File: src/rtl/mod_demod_pkg.sv
// Shared constants and types for the BPSK loopback modem.
package mod_demod_pkg;

    localparam int DEF_WIDTH = 21;
    localparam int DEF_SPS   = 4;
    localparam int DEF_AMP   = 64;

    typedef logic signed [7:0] sample_t;

    // Sum of SPS 8-bit samples plus one guard bit.
    function automatic int acc_width(input int sps);
        return 8 + $clog2(sps) + 1;
    endfunction

    localparam int DEF_ACC_W = 8 + $clog2(DEF_SPS) + 1;

endpackage

File: src/rtl/bpsk_demod.sv
// Integrate-and-dump BPSK receiver: one decision per SPS samples, MSB-first word assembly.
module bpsk_demod
    import mod_demod_pkg::*;
#(
    parameter int WIDTH = DEF_WIDTH,
    parameter int SPS   = DEF_SPS
) (
    input  logic             clk,
    input  logic             rst_n,
    input  sample_t          sample,
    input  logic             sof,
    output logic [WIDTH-1:0] word,
    output logic             valid
);

    localparam int ACC_W  = acc_width(SPS);
    localparam int SCNT_W = $clog2(SPS);
    localparam int BCNT_W = $clog2(WIDTH);

    logic signed [ACC_W-1:0] acc;
    logic signed [ACC_W-1:0] acc_eff;
    logic signed [ACC_W-1:0] sum;
    logic [SCNT_W-1:0]       scnt;
    logic [SCNT_W-1:0]       s_eff;
    logic [BCNT_W-1:0]       bcnt;
    logic [BCNT_W-1:0]       b_eff;
    logic [WIDTH-1:0]        rx_sr;
    logic                    load_q;
    logic                    last_sample;
    logic                    last_bit;

    // sof marks sample 0 of bit 0; it re-aligns the counters every frame.
    always_comb begin
        s_eff       = sof ? '0 : scnt;
        b_eff       = sof ? '0 : bcnt;
        acc_eff     = sof ? '0 : acc;
        sum         = acc_eff + {{(ACC_W-8){sample[7]}}, sample};
        last_sample = (s_eff == SCNT_W'(SPS-1));
        last_bit    = (b_eff == BCNT_W'(WIDTH-1));
    end

    // valid is a single-cycle pulse with no ready: word is only loaded from a
    // complete rx_sr, one cycle after the final decision of the frame.
    always_ff @(posedge clk or negedge rst_n) begin
        if (!rst_n) begin
            acc    <= '0;
            scnt   <= '0;
            bcnt   <= '0;
            rx_sr  <= '0;
            load_q <= 1'b0;
            word   <= '0;
            valid  <= 1'b0;
        end else begin
            valid  <= load_q;
            load_q <= 1'b0;
            if (load_q) begin
                word <= rx_sr;
            end
            if (last_sample) begin
                rx_sr <= {rx_sr[WIDTH-2:0], ~sum[ACC_W-1]};
                acc   <= '0;
                scnt  <= '0;
                if (last_bit) begin
                    bcnt   <= '0;
                    load_q <= 1'b1;
                end else begin
                    bcnt <= b_eff + 1'b1;
                end
            end else begin
                acc  <= sum;
                scnt <= s_eff + 1'b1;
                bcnt <= b_eff;
            end
        end
    end

endmodule

File: src/rtl/mod_demod.sv
// Loopback modem top: frame counter and BPSK transmitter feeding the integrate-and-dump receiver.
module mod_demod
    import mod_demod_pkg::*;
#(
    parameter int WIDTH = DEF_WIDTH,
    parameter int SPS   = DEF_SPS,
    parameter int AMP   = DEF_AMP
) (
    input  logic              clk,
    input  logic              rst_n,
    input  logic [WIDTH-1:0]  mod_in,
    output logic signed [7:0] mod_sample,
    output logic [WIDTH-1:0]  demod_out,
    output logic              demod_valid
);

    localparam int FRAME  = WIDTH * SPS;
    localparam int FCNT_W = $clog2(FRAME);
    localparam int SCNT_W = $clog2(SPS);
    localparam sample_t POS = sample_t'(AMP);
    localparam sample_t NEG = sample_t'(-AMP);

    logic [FCNT_W-1:0] fcnt;
    logic [SCNT_W-1:0] tx_scnt;
    logic [WIDTH-1:0]  tx_sr;
    logic              frame_start;
    logic              start_q;
    logic              sof_q;

    assign frame_start = (fcnt == '0);

    // sof_q is delayed twice so it lines up with sample 0 on mod_sample.
    always_ff @(posedge clk or negedge rst_n) begin
        if (!rst_n) begin
            fcnt       <= '0;
            tx_scnt    <= '0;
            tx_sr      <= '0;
            start_q    <= 1'b0;
            sof_q      <= 1'b0;
            mod_sample <= '0;
        end else begin
            start_q    <= frame_start;
            sof_q      <= start_q;
            mod_sample <= tx_sr[WIDTH-1] ? POS : NEG;
            fcnt       <= (fcnt == FCNT_W'(FRAME-1)) ? '0 : fcnt + 1'b1;
            tx_scnt    <= (tx_scnt == SCNT_W'(SPS-1)) ? '0 : tx_scnt + 1'b1;
            if (frame_start) begin
                tx_sr <= mod_in;
            end else if (tx_scnt == '0) begin
                tx_sr <= tx_sr << 1;
            end
        end
    end

    bpsk_demod #(
        .WIDTH(WIDTH),
        .SPS  (SPS)
    ) u_demod (
        .clk   (clk),
        .rst_n (rst_n),
        .sample(mod_sample),
        .sof   (sof_q),
        .word  (demod_out),
        .valid (demod_valid)
    );

endmodule

File: config.mk
export PLATFORM = sky130hd
export DESIGN_NAME = mod_demod
export DESIGN_NICKNAME = d
export VERILOG_FILES = /design/src/rtl/mod_demod_pkg.sv /design/src/rtl/bpsk_demod.sv /design/src/rtl/mod_demod.sv
export SDC_FILE = /design/constraint.sdc
export NUM_CORES = 1
export LEC_CHECK = 0
export ABC_AREA = 1
export BUFFER_PORTS_ARGS = -buffer_cell sky130_fd_sc_hd__buf_2
export CORE_UTILIZATION = 29
export DETAILED_ROUTE_END_ITERATION = 10
export PLACE_DENSITY_LB_ADDON = 0.25
export SLEW_MARGIN = 0
export SYNTH_ARGS = -nofsm -noshare
export SYNTH_HDL_FRONTEND = slang
export SYNTH_SLANG_ARGS = --single-unit
File: constraint.sdc
create_clock -name clk -period 2.3 [get_ports clk]
set_input_delay 0.23 -clock clk [delete_from_list [all_inputs] [get_ports clk]]
set_output_delay 0.23 -clock clk [all_outputs]
set_load 0.02 [all_outputs]
# --- Word level (Yosys, flattened, before mapping) ---
# Cells that the tools add are included.
totals:
  regBits: 102
  in_bits: 23
  out_inout_bits: 30
  elab_cells: 40
op_classes:
  addsub: 5
  n_eq_ne: 4
  mux: 14
  bitwise: 1
  n_reduce_logical: 3
ops:
  columns: ["operator", "count"]
  rows:
  - ["$mux 21", 2]
  - ["$mux 11", 2]
  - ["$mux 5", 3]
  - ["$add 11x11->11", 1]
  - ["$mux 8", 1]
  - ["$add 7x1->7 const B", 1]
  - ["$eq 7x7->1 const B", 1]
  - ["$logic_not 7->1", 1]
  - ["$mux 7", 1]
  - ["$mux 2", 3]
  - ["$add 5x1->5 const B", 1]
  - ["$eq 5x5->1 const B", 1]
  - ["$add 2x1->2 const B", 2]
  - ["$eq 2x2->1 const B", 2]
  - ["$logic_not 2->1", 1]
  - ["$mux 1", 2]
  - ["$reduce_bool 2->1", 1]
  - ["$not 1->1", 1]

# --- Longest topological paths before layout ---
# Gate-level depths: netlist of run 1.
depth:
  depth_word: 4
  depth_mapped: 11
  depth_no_buf: 11

# --- Cells and area by module ---
# From an unflattened synthesis of run 1, not the netlist that was laid out.
hier_totals:
  hier_cells: 551
  hier_area_um2: 4712.0
by_module_without_submodules:
  columns: ["mod", "instances", "cells_per_inst", "area_per_inst_um2", "seq_area_each_um2"]
  rows:
  - ["bpsk_demod", 1, 325, 2890.3, 1551.5]
  - ["mod_demod", 1, 226, 1821.7, 850.8]

# --- Worst setup path before layout of run 1 ---
# No wires, ideal clock.
synth_timing:
  kind: "register -> register"
  startpoint: "reg sof_q"
  endpoint: "reg u_demod.rx_sr[0]"
  setup_ps: 117
  t_arrival_ps: 1456
  required_ps: 2183
  slack_ps: 726
  stages_incl_launch_ff: 11
  n_path_buf: 0
  synth_period_minus_slack_ps: 1574
  path_cell_list: "dfrtp_1 -> nor2_1 -> ha_1 -> inv_1 -> fa_1 -> inv_1 -> nand3_1 -> nand3_1 -> nand2_1 -> nand3_1 -> nand2_1"
synth_via:
  elab_chain_cells: 3
  word_cells_on_any_way: 5
  classes_between: "add/sub (1); eq/ne (1); mux (2); bitwise (1)"
synth_lines:
  columns: ["element", "line", "source"]
  rows:
  - ["start: declaration", "mod_demod.sv:28", "logic sof_q;"]
  - ["start signal: assignment", "mod_demod.sv:43", "sof_q <= start_q;"]
  - ["$mux 11", "bpsk_demod.sv:36", "acc_eff = sof ? '0 : acc;"]
  - ["$add 11x11->11", "bpsk_demod.sv:37", "sum = acc_eff + {{(ACC_W-8){sample[7]}}, sample};"]
  - ["$not 1->1", "bpsk_demod.sv:60", "rx_sr <= {rx_sr[WIDTH-2:0], ~sum[ACC_W-1]};"]
  - ["end signal: assignment", "bpsk_demod.sv:60", null]
  - ["end: declaration", "bpsk_demod.sv:27", "logic [WIDTH-1:0] rx_sr;"]
# Several ways; a longest one is shown, not always the timed one.
# A chain may end at the register's enable or synchronous reset.

# --- Final worst setup path of run 1 ---
layout_timing:
  startpoint: "reg sof_q"
  endpoint: "reg u_demod.rx_sr[7]"
layout_via:
  elab_chain_cells: 2
layout_lines:
  columns: ["element", "line", "source"]
  rows:
  - ["$mux 2", "bpsk_demod.sv:34", "s_eff = sof ? '0 : scnt;"]
  - ["$eq 2x2->1", "bpsk_demod.sv:38", "last_sample = (s_eff == SCNT_W'(SPS-1));"]
# No other way between the ends.

==> impl_metrics.json, run 1 <==
{
  "setup_tns_ns": 0,
  "p_sw_uw": 868,
  "path_max_fanout": 35,
  "synth_common_cells": "nand2_1, dfrtp_1, nand3_1",
  "fp-row-count": 41,
  "dieArea_sq_mm": 0.0138,
  "synth_cell_types": 24,
  "grt_overflow": 0,
  "use_met2": 0.187,
  "cts_buffers": 9,
  "wl_per_cell_um": 11.0,
  "vias_per_cell": 4.30,
  "clock_latency_ns": 0.34,
  "drc_errors": 0,
  "power_mw": 3.59,
  "ios": 53,
  "critPathSlowestCell": "dfrtp_1",
  "cpPeakStageDelay_ns": 0.47,
  "ys.flop_type": "dfrtp_1",
  "synth_seq_area_share": 0.582,
  "async_flop_share": 1.00,
  "fp.dieH_um": 118,
  "grt_max_degree": 53,
  "max_slew_margin": 0.512,
  "hold_path_class": "input pin to flop",
  "num_vias": 2786,
  "status": "finished clean",
  "h-tree-depth": 3,
  "post-synth-top-count-cell": "nand2_1",
  "ys_warn_count": 0,
  "grt.busiest_layer": "met2",
  "ant_nets": 0,
  "grtUsageTotal": 0.113,
  "die_x_um": 118,
  "path_clk_slew_ns": 0.06,
  "cts_tree": "built",
  "p_leak_nw": 2.43,
  "dp.final_hpwl_um": 4800,
  "layout_min_cycle_time_ns": 1.93,
  "whs_path_depth": 3,
  "finalHoldViolCount": 0,
  "use_met3": 0.0388,
  "min_from": "mod_in[0]",
  "initial_core_util": 0.302,
  "nNetsFinal": 506,
  "final_max_slew_viol_count": 0,
  "grt_pass1_wl_um": 12700,
  "worst_slew_pin_slew_ns": 0.731,
  "cts.sinks": 90,
  "drive_gt1_frac": 0.158,
  "first_global_vias": 2812,
  "internal_power_mw": 2.72,
  "synth_top_cells_by_area": "dfrtp_1, nand2_1, nand3_1",
  "yosys.area.top_type_share": 0.582,
  "powerDensity_mw_per_mm2": 786,
  "drt_iter0_markers": 114,
  "avgSynthCellArea_sq_um": 9.09,
  "clock-root-buffer": "clkbuf_16",
  "gp_congestion": 0.722,
  "worstPathCellList": "inv_1 -> nand2_1 -> inv_1 -> ha_1 -> buf_4 -> o21ai_0",
  "critical_path_class": "flop to flop",
  "r2r_cells": 6,
  "netlist_area_sq_mm": 0.00387,
  "synth_edf_count": 0,
  "clk_path_buf_depth": 2,
  "netlist_instances": 426,
  "maxCapViolCount": 0,
  "io_buffers": 46,
  "antenna_found_initial": 0,
  "cp_data_arrival_time_ns": 2.13,
  "startpoint_type": "flop",
  "antenna_cells": 0,
  "core_area_sq_mm": 0.0128,
  "skew_ns": 0.00478,
  "startpoint": "sof_q$_DFF_PN0_",
  "firstDrtPassIters": 6,
  "path_common_cell": "inv_1",
  "clock.fmax_mhz": 518,
  "rsz0062_at_grt": "false",
  "pwr-share-comb": 0.090,
  "seqPwrFrac": 0.492,
  "use_met1": 0.138,
  "regToRegStartpoint": "sof_q$_DFF_PN0_",
  "fin_crit_sh": 0.840,
  "vdd_drop_max_mv": 0.408,
  "end_kind": "flop",
  "finalSetupViolCount": 0,
  "cts_resized": 0,
  "syn2layout_area_growth_pct": 18.1,
  "yosys.area.top_type": "dfrtp_1",
  "netSwitchingFraction": 0.242,
  "wl_um": 7130,
  "yosys_register_bits": 90,
  "cp.required_ns": 2.50,
  "power_frac_clock": 0.419
}
[repair_timing]
action | in CTS | in global routing
buffers inserted | 0 | 0
endpoints found under the hold margin | 51 | 0
hold buffers | 1 | 0
endpoints found under the setup margin | 0 | 0
[power groups by stage]
stage	sequential (mW)	clock, mW	combinational, mW
after floorplan	1.78	0	0.225
after global placement	1.79	0	0.317
after detailed placement	1.79	0	0.325
after CTS	1.76	1.56	0.329
after global routing	1.78	1.62	0.396
final	1.77	1.50	0.323
[worst max-delay path, delay by kind of cell (launching register included)]
kind | cells | cell delay, ns
buffers and inverters | 3 | 0.68
DFF | 1 | 0.47
AOI/OAI and AO/OA | 1 | 0.15
and+or+nand+nor | 1 | 0.11
adders and majority gates | 1 | 0.38
[worst paths after layout]
kind | end | slack, ns
hold / removal | tx_sr[0]$_DFFE_PN0P_ | 0.1
min in group asynchronous | u_demod.word[0]$_DFFE_PN0P_ | 0.47
setup reg to reg | u_demod.rx_sr[7]$_DFFE_PN0P_ | 0.37
setup / recovery | u_demod.rx_sr[7]$_DFFE_PN0P_ | 0.37
hold reg to reg | sof_q$_DFF_PN0_ | 0.35
max in group asynchronous | tx_sr[7]$_DFFE_PN0P_ | 1.18
[flip-flops by register name, summed over array words and instances (netlist names), 2 cells and up]
| register | cells |
|---|---|
| u_demod.acc | 5 |
| fcnt | 7 |
| u_demod.bcnt | 5 |
| u_demod.scnt | 2 |
| mod_sample | 2 |
| u_demod.rx_sr | 21 |
| tx_scnt | 2 |
| tx_sr | 21 |
| u_demod.word | 21 |
[layer usage]
| metal | vias up | wire (um) |
|---|---|---|
| met2 | 58 | 3210 |
| li1 | 1417 | - |
| met3 | 11 | 319 |
| met4 | 0 | 104 |
| met1 | 1300 | 3490 |
| met5 | - | 0 |
[layout make-up]
type,instances,area (sq um)
inverters,51,191
clock buffers,11,253
fillers,1309,8250
repair buffers,52,293
flip-flops and latches,90,2250
multi-input cells,267,1310
clock inverters,5,61.3
well taps,172,215
[cells by family after synthesis]
logic type               synth area share
other                             0.00194
adder cells (fa/ha/maj)            0.0407
multiplexers                       0.0116
buffers and inverters              0.0857
AO/OA/AOI/OAI                      0.0637
XOR/XNOR                          0.00679
flip-flops                          0.582
AND/OR/NAND/NOR                     0.208
[placed cells by master, fill, tap and decap left out, drive strengths merged]
master	count
fa	1
nor3b	1
buf	51
clkbuf	11
a21oi	24
clkinvlp	3
mux2	4
conb	7
nand2	94
dfrtp	90
xor2	1
nand3b	2
o22ai	1
xnor2	2
dlygate4sd3	1
o21ai	24
inv	52
ha	11
bufinv	1
nor2	43
nand3	52
[per-stage QoR]
step           utilization  worst slack [ns]  std cells  hold WS (ns)  cell area, sq um
2_1_floorplan            -             0.726        431       -0.0656              3890
3_3_place_gp         0.331             0.372        631         0.315              4250
3_5_place_dp         0.331             0.349        631         0.319              4250
4_1_cts              0.356             0.336        648        0.0901              4570
5_1_grt              0.356             0.158        648         0.106              4570
6_report             0.356             0.368        648        0.0987              4570
No activity file was read; power rests on OpenSTA's default activity.
==> run 2, diff against run 1 <==
==> constraint.sdc (replaced) <==
create_clock -name clk -period 1.6 [get_ports clk]
set_input_delay 0.16 -clock clk [delete_from_list [all_inputs] [get_ports clk]]
set_output_delay 0.16 -clock clk [all_outputs]
set_load 0.02 [all_outputs]
==> impl_metrics.json, run 2 (synthesis gave the netlist of run 1 again) <==
{
  "syn2layout_area_growth_pct": 22.2,
  "gp_congestion": 0.787,
  "grt_pass1_wl_um": 13000,
  "cts_tree": "built",
  "drc_errors": 0,
  "wl_um": 7390,
  "vias_per_cell": 4.31,
  "nNetsFinal": 518,
  "layout_commonest_cell": "nand2_1",
  "path_clk_slew_ns": 0.06,
  "ios": 53,
  "r2r_cells": 9,
  "dp.final_hpwl_um": 5010,
  "end_kind": "flop",
  "grt_overflow": 0,
  "wl_per_cell_um": 11.2,
  "h-tree-depth": 3,
  "cp_data_arrival_time_ns": 1.80,
  "initial_core_util": 0.302,
  "mostFrequentLayoutCells": "nand2_1, dfrtp_1, nand3_1, inv_1, buf_2",
  "skew_ns": 0.00657,
  "whs_path_depth": 3,
  "finalHoldViolCount": 0,
  "final_max_slew_viol_count": 0,
  "vdd_drop_max_mv": 0.486,
  "maxCapViolCount": 0,
  "cts.sinks": 90,
  "num_vias": 2839,
  "hold_path_class": "input pin to flop",
  "fp-row-count": 41,
  "status": "finished clean",
  "core_area_sq_mm": 0.0128,
  "drive_gt1_frac": 0.211,
  "clock-root-buffer": "clkbuf_16",
  "powerDensity_mw_per_mm2": 1120,
  "path_max_fanout": 4,
  "first_global_vias": 2787,
  "drt_iter0_markers": 117,
  "firstDrtPassIters": 4,
  "finalSetupViolCount": 0,
  "layout_min_cycle_time_ns": 1.57,
  "antenna_found_initial": 0,
  "clock.fmax_mhz": 638,
  "cts_setup_buffers": 0,
  "grt_max_degree": 36,
  "startpoint_type": "flop",
  "cp.required_ns": 1.83,
  "antenna_cells": 0,
  "grtUsageTotal": 0.116,
  "clock_latency_ns": 0.34,
  "dieArea_sq_mm": 0.0138,
  "ant_nets": 0,
  "io_buffers": 46,
  "fin_util": 0.369,
  "critical_path_class": "flop to flop",
  "reg_top3": "tx_sr: 21 flops, u_demod.rx_sr: 21 flops, u_demod.word: 21 flops",
  "die_x_um": 118,
  "power_mw": 5.28,
  "cts_buffers": 9,
  "fp.dieH_um": 118,
  "p_leak_nw": 2.49,
  "rsz0062_at_grt": "true",
  "clk_path_buf_depth": 2,
  "fin_crit_sh": 0.979
}
-- run 2: changes by cell type in the layout (fill, tap and decap cells not counted), moves of 2 or more --
cell,change
nand3_1,-3
clkbuf_8,-2
nand3_2,+3
nand2_2,+3
nor2_2,+3
inv_1,-4
nor2_1,-3
buf_4,+9
ha_2,+2
inv_4,+2
ha_1,-2
nand2_1,-3
-- run 2: area by class of cell --
class | count | area [sq um]
well taps | 172 | 215
clock buffers | 9 | 225
clock inverters | 6 | 90.1
repair inverters | 1 | 7.51
flip-flops and latches | 90 | 2250
inverters | 51 | 200
fillers | 1339 | 8100
repair buffers | 63 | 392
multi-input cells | 267 | 1350
-- run 2: layer usage --
layer	vias to the layer above	part of all wire	global-route usage
li1	1442	-	-
met1	1338	0.46	0.143
met2	50	0.48	0.190
met3	9	0.043	0.0363
met4	0	0.015	0.0433
met5	-	0	0
-- run 2: final timing paths --
check	from	to	slack, ns
max	sof_q$_DFF_PN0_	u_demod.rx_sr[0]$_DFFE_PN0P_	0.03
min	mod_in[19]	tx_sr[19]$_DFFE_PN0P_	0.03
max reg2reg	sof_q$_DFF_PN0_	u_demod.rx_sr[0]$_DFFE_PN0P_	0.03
min reg2reg	start_q$_DFF_PN0_	sof_q$_DFF_PN0_	0.35
max in group asynchronous	rst_n	tx_sr[20]$_DFFE_PN0P_	0.69
min in group asynchronous	rst_n	u_demod.word[18]$_DFFE_PN0P_	0.32
-- run 2: report_power, final --
group	switching [mW]	leakage (nW)	internal [mW]	total, mW
clock network	0.875	0.152	1.37	2.24
registers	0.0898	1.15	2.45	2.54
logic	0.313	1.19	0.194	0.507
total	1.28	2.49	4.01	5.28
-- run 2: through the flow --
stage                     setup TNS, ns  setup slack [ns]  cells  hold slack (ns)  instance area (sq um)
after detailed placement        -0.0886           -0.0496    642            0.149                   4340
after global routing             -0.201           -0.0669    659           0.0296                   4730
after CTS                             0          0.000333    658           0.0120                   4680
after floorplan                       0            0.0265    431           -0.136                   3890
final                                 0            0.0335    659           0.0279                   4730
after global placement         -0.00893          -0.00893    642            0.139                   4340
-- run 2: worst max-delay path: stages, from the launching register on --
cell,delay [ns]
dfrtp_1,0.41
buf_4,0.15
nor2_1,0.12
ha_1,0.29
nand2_1,0.12
nand2_1,0.06
nor2_1,0.09
nand2_1,0.10
nand3_2,0.08
nand2_1,0.04
-- run 2: timing repair --
item	CTS	global route
setup endpoints to repair	3	30
gates cloned	0	1
hold endpoints to repair	32	0
resized for setup	5	19
hold buffers	1	0
pin swaps	2	1
==> run 3, diff against run 2 <==
--- a/config.mk
+++ b/config.mk
@@ -7,10 +7,11 @@
 export LEC_CHECK = 0
 export ABC_AREA = 1
 export BUFFER_PORTS_ARGS = -buffer_cell sky130_fd_sc_hd__buf_2
+export CORE_ASPECT_RATIO = 0.75
 export CORE_UTILIZATION = 29
 export DETAILED_ROUTE_END_ITERATION = 10
 export PLACE_DENSITY_LB_ADDON = 0.25
-export SLEW_MARGIN = 0
+export SLEW_MARGIN = 10
 export SYNTH_ARGS = -nofsm -noshare
 export SYNTH_HDL_FRONTEND = slang
 export SYNTH_SLANG_ARGS = --single-unit
==> impl_metrics.json, run 3 (synthesis gave the netlist of run 1 again) <==
{
  "first_global_vias": 2854,
  "status": "finished clean",
  "cts_tree": "built",
  "ant_nets": 0,
  "grt_pass1_wl_um": 13200,
  "initial_core_util": 0.297,
  "pre_cts_ws_ns": -0.0988,
  "nNetsFinal": 527,
  "cts_buffers": 9,
  "num_vias": 2887,
  "finalSetupViolCount": 0,
  "vias_per_cell": 4.32,
  "fp-row-count": 36,
  "gp_congestion": 0.769,
  "dieArea_sq_mm": 0.0138,
  "wl_per_cell_um": 11.4,
  "top_layer": "met4",
  "dp.final_hpwl_um": 5160,
  "antenna_cells": 0,
  "clock-root-buffer": "clkbuf_16",
  "maxCapViolCount": 0,
  "power_mw": 5.05,
  "final_max_slew_viol_count": 0,
  "wl_met3_um": 301,
  "drc_errors": 0,
  "clk_path_buf_depth": 2,
  "fp.dieH_um": 102,
  "mostFrequentLayoutCells": "nand2_1, dfrtp_1, nand3_1, buf_2, inv_1",
  "p_leak_nw": 2.52,
  "vdd_drop_max_mv": 0.520,
  "clock_latency_ns": 0.34,
  "clock.fmax_mhz": 635,
  "r2r_setup_slack_ns": 0.02,
  "cp.required_ns": 1.83,
  "startpoint_type": "flop",
  "io_buffers": 46,
  "path_max_fanout": 4,
  "drt_iter0_markers": 140,
  "end_kind": "flop",
  "fin_util": 0.370,
  "layout_commonest_cell": "nand2_1",
  "fin_area_sq_mm": 0.00482,
  "timing.final.ws_setup_ns": 0.0241,
  "n_fill_cell": 1339,
  "firstDrtPassIters": 4,
  "skew_ns": 0.00786,
  "cp_data_arrival_time_ns": 1.81,
  "drive_gt1_frac": 0.247,
  "placed_area_sq_mm": 0.00436,
  "die_x_um": 135,
  "critical_path_class": "flop to flop",
  "dr_wl_met2_um": 3320,
  "antenna_found_initial": 0,
  "core_area_sq_mm": 0.0130,
  "wl_met1_um": 3910,
  "reg_top3": "tx_sr: 21 flops, u_demod.rx_sr: 21 flops, u_demod.word: 21 flops",
  "ios": 53,
  "wl_um": 7600,
  "grt_overflow": 0,
  "fin_crit_sh": 0.985,
  "setup_tns_ns": 0,
  "powerDensity_mw_per_mm2": 1050,
  "path_clk_slew_ns": 0.07,
  "hold_path_class": "input pin to flop",
  "cts.sinks": 90,
  "grt_max_degree": 42,
  "h-tree-depth": 3,
  "rsz0062_at_grt": "true",
  "layout_min_cycle_time_ns": 1.58,
  "grtUsageTotal": 0.120,
  "finalHoldViolCount": 0,
  "syn2layout_area_growth_pct": 24.4
}
## run 3: final cells by class
class	instances	area, sq um	share of cell area
clock buffer	10	229	0.0475
clock inverter	6	42.5	0.00883
inverter	51	198	0.0410
multi-input combinational	267	1400	0.291
sequential	90	2250	0.468
tap	171	214	0.0444
timing repair buffer	72	475	0.0987
timing repair inverter	1	5.00	0.00104
## run 3: power by group
| part | switching, mW | leakage, nW | internal, mW |
|---|---|---|---|
| logic | 0.353 | 1.24 | 0.239 |
| clock network | 0.871 | 0.129 | 1.06 |
| registers | 0.0888 | 1.15 | 2.45 |
## run 3: critical path, cell delays in order (launching register included)
cell	delay [ns]
dfrtp_2	0.43
buf_6	0.12
buf_4	0.13
nor2_4	0.12
ha_4	0.23
nand2_2	0.08
nand2_1	0.05
nor2_1	0.08
nand2_1	0.10
nand3_2	0.09
nand2_1	0.04
## run 3: repair_timing
item	in CTS	in global routing
resized for setup	5	30
hold buffers	1	0
gates cloned	0	1
hold endpoints to repair	26	0
endpoints found under the setup margin	2	41
buffers inserted	2	5
pin swaps	1	7
## run 3: worst paths after layout
kind	cells past startpoint	endpoint	from
setup / recovery	10	u_demod.rx_sr[0]$_DFFE_PN0P_	sof_q$_DFF_PN0_
min in group asynchronous	2	u_demod.word[17]$_DFFE_PN0P_	rst_n
hold reg to reg	0	sof_q$_DFF_PN0_	start_q$_DFF_PN0_
max in group asynchronous	3	tx_sr[13]$_DFFE_PN0P_	rst_n
setup reg to reg	10	u_demod.rx_sr[0]$_DFFE_PN0P_	sof_q$_DFF_PN0_
hold / removal	3	tx_sr[0]$_DFFE_PN0P_	mod_in[0]
## run 3: metrics by stage
step | hold WS [ns] | std cells
after floorplan | -0.136 | 431
after global routing | 0.0285 | 668
after CTS | 0.0108 | 662
after global placement | 0.0975 | 643
final | 0.0203 | 668
after detailed placement | 0.104 | 643
## run 3: per-layer routing
layer	GRT usage	vias up
met2	0.196	48
met4	0.0285	0
met1	0.157	1359
li1	-	1469
met3	0.0367	11
met5	0	-
